===== src/rtl/window_pkg.sv =====
// Shared definitions for the sliding-window generator and the cost blocks that unpack its window.
package window_pkg;

  typedef enum logic [1:0] {
    IDLE,
    FILL,
    RUN
  } win_state_t;

  localparam int DEFAULT_DATA_W = 8;

  // Bit offset of tap (r, c) inside a packed window bus; c = win_w-1 is the newest pixel.
  function automatic int tap_lsb(input int r, input int c, input int win_w, input int data_w);
    return (r * win_w + c) * data_w;
  endfunction

endpackage


===== src/rtl/win_row_shift.sv =====
// One window row: a WIN_W-deep tap chain that shifts toward tap 0 on clken and holds otherwise.
module win_row_shift
  import window_pkg::*;
#(
  parameter int DATA_W = DEFAULT_DATA_W,
  parameter int WIN_W  = 3
) (
  input  logic                    clock,
  input  logic                    rst,
  input  logic                    clken,
  input  logic [DATA_W-1:0]       pix_in,
  output logic [WIN_W*DATA_W-1:0] taps
);

  logic [DATA_W-1:0] tap_q [WIN_W];

  always_ff @(posedge clock or negedge rst) begin
    if (!rst) begin
      for (int c = 0; c < WIN_W; c++) tap_q[c] <= '0;
    end else if (clken) begin
      for (int c = 0; c < WIN_W - 1; c++) tap_q[c] <= tap_q[c+1];
      tap_q[WIN_W-1] <= pix_in;
    end
  end

  genvar gi;
  generate
    for (gi = 0; gi < WIN_W; gi++) begin : g_pack
      assign taps[tap_lsb(0, gi, WIN_W, DATA_W) +: DATA_W] = tap_q[gi];
    end
  endgenerate

endmodule


===== src/rtl/window_gen_nxm.sv =====
// WIN_H x WIN_W sliding-window generator: tap array plus frame position tracking,
// emitting win_valid only when every tap holds pixels of the current line.
module window_gen_nxm
  import window_pkg::*;
#(
  parameter int DATA_W  = DEFAULT_DATA_W,
  parameter int WIN_H   = 5,
  parameter int WIN_W   = 3,
  parameter int WIDTH_W = 11
) (
  input  logic                          clock,
  input  logic                          rst,
  input  logic                          clken,
  input  logic                          sof,
  input  logic [WIDTH_W-1:0]            width,
  input  logic [WIN_H*DATA_W-1:0]       col_in,
  output logic [WIN_H*WIN_W*DATA_W-1:0] win_out,
  output logic                          win_valid,
  output logic [WIDTH_W-1:0]            win_col,
  output logic                          frame_err
);

  localparam int ROW_W = (WIN_H > 1) ? $clog2(WIN_H) : 1;
  localparam logic [ROW_W-1:0] ROW_LAST = ROW_W'(WIN_H - 1);

  win_state_t         state;
  logic [WIDTH_W-1:0] width_q;
  logic [WIDTH_W-1:0] col_cnt;
  logic [ROW_W-1:0]   row_cnt;
  logic [WIDTH_W-1:0] width_m1;

  assign width_m1 = width_q - WIDTH_W'(1);

  genvar gi;
  generate
    for (gi = 0; gi < WIN_H; gi++) begin : g_row
      win_row_shift #(
        .DATA_W(DATA_W),
        .WIN_W (WIN_W)
      ) u_row (
        .clock (clock),
        .rst   (rst),
        .clken (clken),
        .pix_in(col_in[gi*DATA_W +: DATA_W]),
        .taps  (win_out[tap_lsb(gi, 0, WIN_W, DATA_W) +: WIN_W*DATA_W])
      );
    end
  endgenerate

  always_ff @(posedge clock or negedge rst) begin
    if (!rst) begin
      state     <= IDLE;
      width_q   <= '0;
      col_cnt   <= '0;
      row_cnt   <= '0;
      win_valid <= 1'b0;
      win_col   <= '0;
      frame_err <= 1'b0;
    end else begin
      win_valid <= 1'b0;
      if (clken) begin
        if (sof) begin
          width_q   <= width;
          col_cnt   <= WIDTH_W'(1);
          row_cnt   <= '0;
          state     <= (WIN_H == 1) ? RUN : FILL;
          frame_err <= (width < WIDTH_W'(WIN_W));
          win_col   <= '0;
        end else if (state != IDLE) begin
          win_col   <= col_cnt;
          // The line-wrap pixel that promotes FILL to RUN still belongs to an incomplete line,
          // so only pixels arriving while already in RUN can complete a window.
          win_valid <= (state == RUN) && (col_cnt >= WIDTH_W'(WIN_W - 1)) && !frame_err;
          if (col_cnt == width_m1) begin
            col_cnt <= '0;
            if (row_cnt != ROW_LAST) begin
              row_cnt <= row_cnt + ROW_W'(1);
              if ((row_cnt + ROW_W'(1)) == ROW_LAST) state <= RUN;
            end
          end else begin
            col_cnt <= col_cnt + WIDTH_W'(1);
          end
        end
      end
    end
  end

endmodule


===== config.mk =====
export PLATFORM = sky130hd
export DESIGN_NAME = window_gen_nxm
export DESIGN_NICKNAME = d
export VERILOG_FILES = /design/src/rtl/window_pkg.sv /design/src/rtl/win_row_shift.sv /design/src/rtl/window_gen_nxm.sv
export SDC_FILE = /design/constraint.sdc
export NUM_CORES = 1
export LEC_CHECK = 0
export CAP_MARGIN = 15
export CORE_UTILIZATION = 44
export CTS_CLUSTER_SIZE = 20
export DETAILED_ROUTE_END_ITERATION = 8
export GPL_TIMING_DRIVEN = 0
export PLACE_DENSITY = 0.79
export SLEW_MARGIN = 20
export SYNTH_ARGS = -nofsm -noshare
export SYNTH_HDL_FRONTEND = slang
export SYNTH_SLANG_ARGS = --single-unit

===== constraint.sdc =====
create_clock -name clock -period 2.65 [get_ports clock]
set_clock_uncertainty 0.05 [all_clocks]
set_input_delay 0.53 -clock clock [delete_from_list [all_inputs] [get_ports clock]]
set_output_delay 0.53 -clock clock [all_outputs]
set_load 0.01 [all_outputs]

==> flow_summary_export.csv <==
group,metric,value,unit
synth,syn_nets,574,
route,drt-initial-drc-count,248,
placement,gp_congestion,0.893,
route,routed_wl,16700,um
clock_tree,clock_path_buffers,2,
synth,yosys_warnings,0,
route,route.met3.wl,1520,um
grt,grt.overflow.total,0,
finish,nNetsFinal,788,
synth,yosysSeqAreaShare,58.8,%
synth,synth_top_area_cell,"dfrtp_1",
timing,final.setup.tns,0,ns
job,drv_cap,0,
grt,first_global_vias,5236,
synth,synth-compound-area-share,4.10,%
worst_setup_path,cp-end-kind,"register",
route,drc,0,
die,start_util,45.0,%
route,wl_met2,8250,um
power_and_ir_drop,ir_drop,471,uV
die,die_w,126,um
placement,hpwl,11800,um
finish,syn_to_final_growth,42.4,%
route,top_layer_used,"met4",
timing,slew_viol_final,0,
clock_tree,clk_latency,0.42,ns
timing,worst_pin_slew,0.725,ns
route,ant_nets,0,
timing,worst_slack,0.0903,ns
die,die_h,126,um
worst_setup_path,cp_max_fo,5,
die,pin_count,188,
worst_setup_path,start_kind,"register",
synth,syn_area_per_cell,13.3,um2
status,status,"finished clean",
route,wl_per_cell,18.0,um
timing,maxSlewHeadroom,51.7,%
clock_tree,clk_pin_slew,0.06,ns
clock_tree,htree_levels,4,
synth,synth_edf_count,0,
power_and_ir_drop,power.density,733,mW/mm2
synth,synth_ff_type,"dfrtp_1",
clock_tree,cts_made_buffers,17,
route,met1Wirelength,6720,um
power_and_ir_drop,leakagePower,4.04,nW
grt,grtUsageTotal,21.8,%
placement,placed_cell_area,0.00893,mm2
finish,layout-drive-gt1-share,27.0,%
route,dr.pass1.iters,6,
grt,grt_max_degree,107,
worst_setup_path,required,2.86,ns
timing,fmax,391,MHz
timing,post-route-period-util,96.6,%
timing,setup_viol,0,
synth,synth-xor-area-share,1.80,%
grt,grt_pass1_wl,27200,um
synth,synthSimpleGateAreaFrac,8.69,%
placement,dp_slack,-0.170,ns
synth,synth_top_family_by_area,"multiplexers",
die,rows,45,
placement,port_buffers,185,
synth,netlist_area,0.00681,mm2
synth,async_reset_ff_share,100,%
grt,antenna_found_initial,0,
synth,synthTopCellsByArea,"dfrtp_1 (59%), mux2_2 (22%), nand2_1 (2.1%)",
die,coreArea,0.0151,mm2
timing,hold_viol,0,
finish,fillers,1114,
clock_tree,cts_tree,"done",
synth,synthCells,513,
clock_tree,cts_root_buffer,"clkbuf_16",
min_path,min_path_type,"register to register",
synth,synth_top_cell_area_share,58.8,%
timing,layout_min_cycle_time,2.56,ns
synth,synth_fa_ha_area_share,1.10,%
synth,ys_ff_latch,160,
route,viasPerCell,5.33,
synth,synth_cell_type_count,45,
route,vias,4943,
worst_setup_path,arrival,2.77,ns
clock_tree,cts_sinks,160,
finish,fin_area,0.00970,mm2
finish,num_antenna_cells,0,
synth,synth_mux_area_share,22.3,%
die,dieArea,0.0160,mm2
worst_setup_path,path_class,"register to register",
## state kept, by name (all words and copies together) (netlist names)
name and cells:
state 2, width_q 11, g_row.u_row.taps 120, frame_err 1, col_cnt 11, row_cnt 3, win_valid 1, win_col 11
## cell families after synthesis
kind of cell,Yosys count
compound gates,43
xor+xnor,14
fa+ha+maj,6
buf+inv,43
flops,160
mux,135
simple gates,112
## critical path: stages, from the launching register on
cell      delay (ns)
dfrtp_2         0.44
inv_2           0.09
ha_4            0.14
nor3b_2         0.30
nand4b_1        0.14
or4_1           0.51
o21ai_2         0.10
nand4_2         0.15
buf_6           0.17
buf_4           0.13
nor2_4          0.10
o21ai_0         0.08
## where the power goes
part	internal [W]	leakage [nW]	total [W]	switching, W
clock network	0.00149	0.289	0.00246	0.000969
registers	0.00278	1.92	0.00303	0.000253
logic	0.000941	1.83	0.00161	0.000674
total	0.00521	4.04	0.00711	0.00190
## layout by cell type (no fill, tap or decap), types with 2 or more instances in the layout
| master | n |
|---|---|
| clkdlybuf4s50_1 | 184 |
| dfrtp_1 | 157 |
| mux2_2 | 131 |
| nand2_1 | 38 |
| clkbuf_1 | 30 |
| o21ai_0 | 21 |
| clkbuf_16 | 17 |
| nor2_1 | 16 |
| nand2b_1 | 10 |
| inv_1 | 9 |
| nand3_1 | 9 |
| xor2_1 | 7 |
| xnor2_1 | 7 |
| buf_4 | 7 |
| nor4_1 | 6 |
| nor3_1 | 6 |
| ha_1 | 5 |
| clkinv_4 | 5 |
| mux2i_1 | 4 |
| clkbuf_8 | 3 |
| or4_1 | 3 |
| nor4b_1 | 3 |
| a31oi_1 | 3 |
| and3_1 | 3 |
| bufinv_16 | 3 |
| dfrtp_2 | 3 |
| inv_2 | 2 |
| or2b_2 | 2 |
| o31ai_1 | 2 |
| or4_4 | 2 |
| nand4b_1 | 2 |
| o211ai_1 | 2 |
| a32oi_1 | 2 |
| clkinv_2 | 2 |
## timing repair
item                                   CTS  global route
setup endpoints to repair               11            15
buffers inserted                         6             2
hold buffers                             1             0
pin swaps                                5             6
resized for setup                       14            11
endpoints found under the hold margin   54             0
## worst paths after layout
kind	from	to	slack, ns	cells after the start
max in group asynchronous	rst	g_row[1].u_row.taps[3]$_DFFE_PN0P_	1.11	3
worst min-delay path	win_col[9]$_DFFE_PN0P_	win_col[9]$_DFFE_PN0P_	0.43	2
worst max-delay path	width_q[1]$_DFFE_PN0P_	state[0]$_DFFE_PN0P_	0.09	11
worst min register to register	win_col[9]$_DFFE_PN0P_	win_col[9]$_DFFE_PN0P_	0.43	2
min in group asynchronous	rst	width_q[0]$_DFFE_PN0P_	0.59	2
worst max register to register	width_q[1]$_DFFE_PN0P_	state[0]$_DFFE_PN0P_	0.09	11
## stage by stage
step           utilization, %  std cells  hold WS (ns)  power (W)
4_1_cts                  63.6        926         0.434    0.00715
6_report                 64.0        928         0.426    0.00711
2_1_floorplan               -        513         0.184    0.00372
5_1_grt                  64.0        928         0.451    0.00743
3_3_place_gp             58.7        886         0.418    0.00456
3_5_place_dp             59.0        887         0.421    0.00463
## metal layers
metal  track usage, %  up-vias
met3             9.41       24
met2             35.5      201
met1             26.4     2480
met4             6.17        0
li1                 -     2238
met5                0        -
## synthesized netlist by cell type (all sizes together), types with 4 or more instances
master / n
dfrtp: 160
mux2: 131
nand2: 38
clkbuf: 30
o21ai: 23
nor2: 17
inv: 11
nand2b: 11
nand3: 9
nor3: 8
nor4: 7
xnor2: 7
xor2: 7
ha: 6
or4: 5
mux2i: 4
## cell type report
class,count,area [um2],share of cell area (%)
buffer,32,180,1.86
sequential,160,4010,41.3
inverter,11,41.3,0.426
clock buffer,20,437,4.50
tap,188,235,2.43
clock inverter,12,160,1.65
multi-input combinational,310,2680,27.6
timing repair buffer,195,1960,20.2
Note: power is estimated with default switching activity, not from simulation.
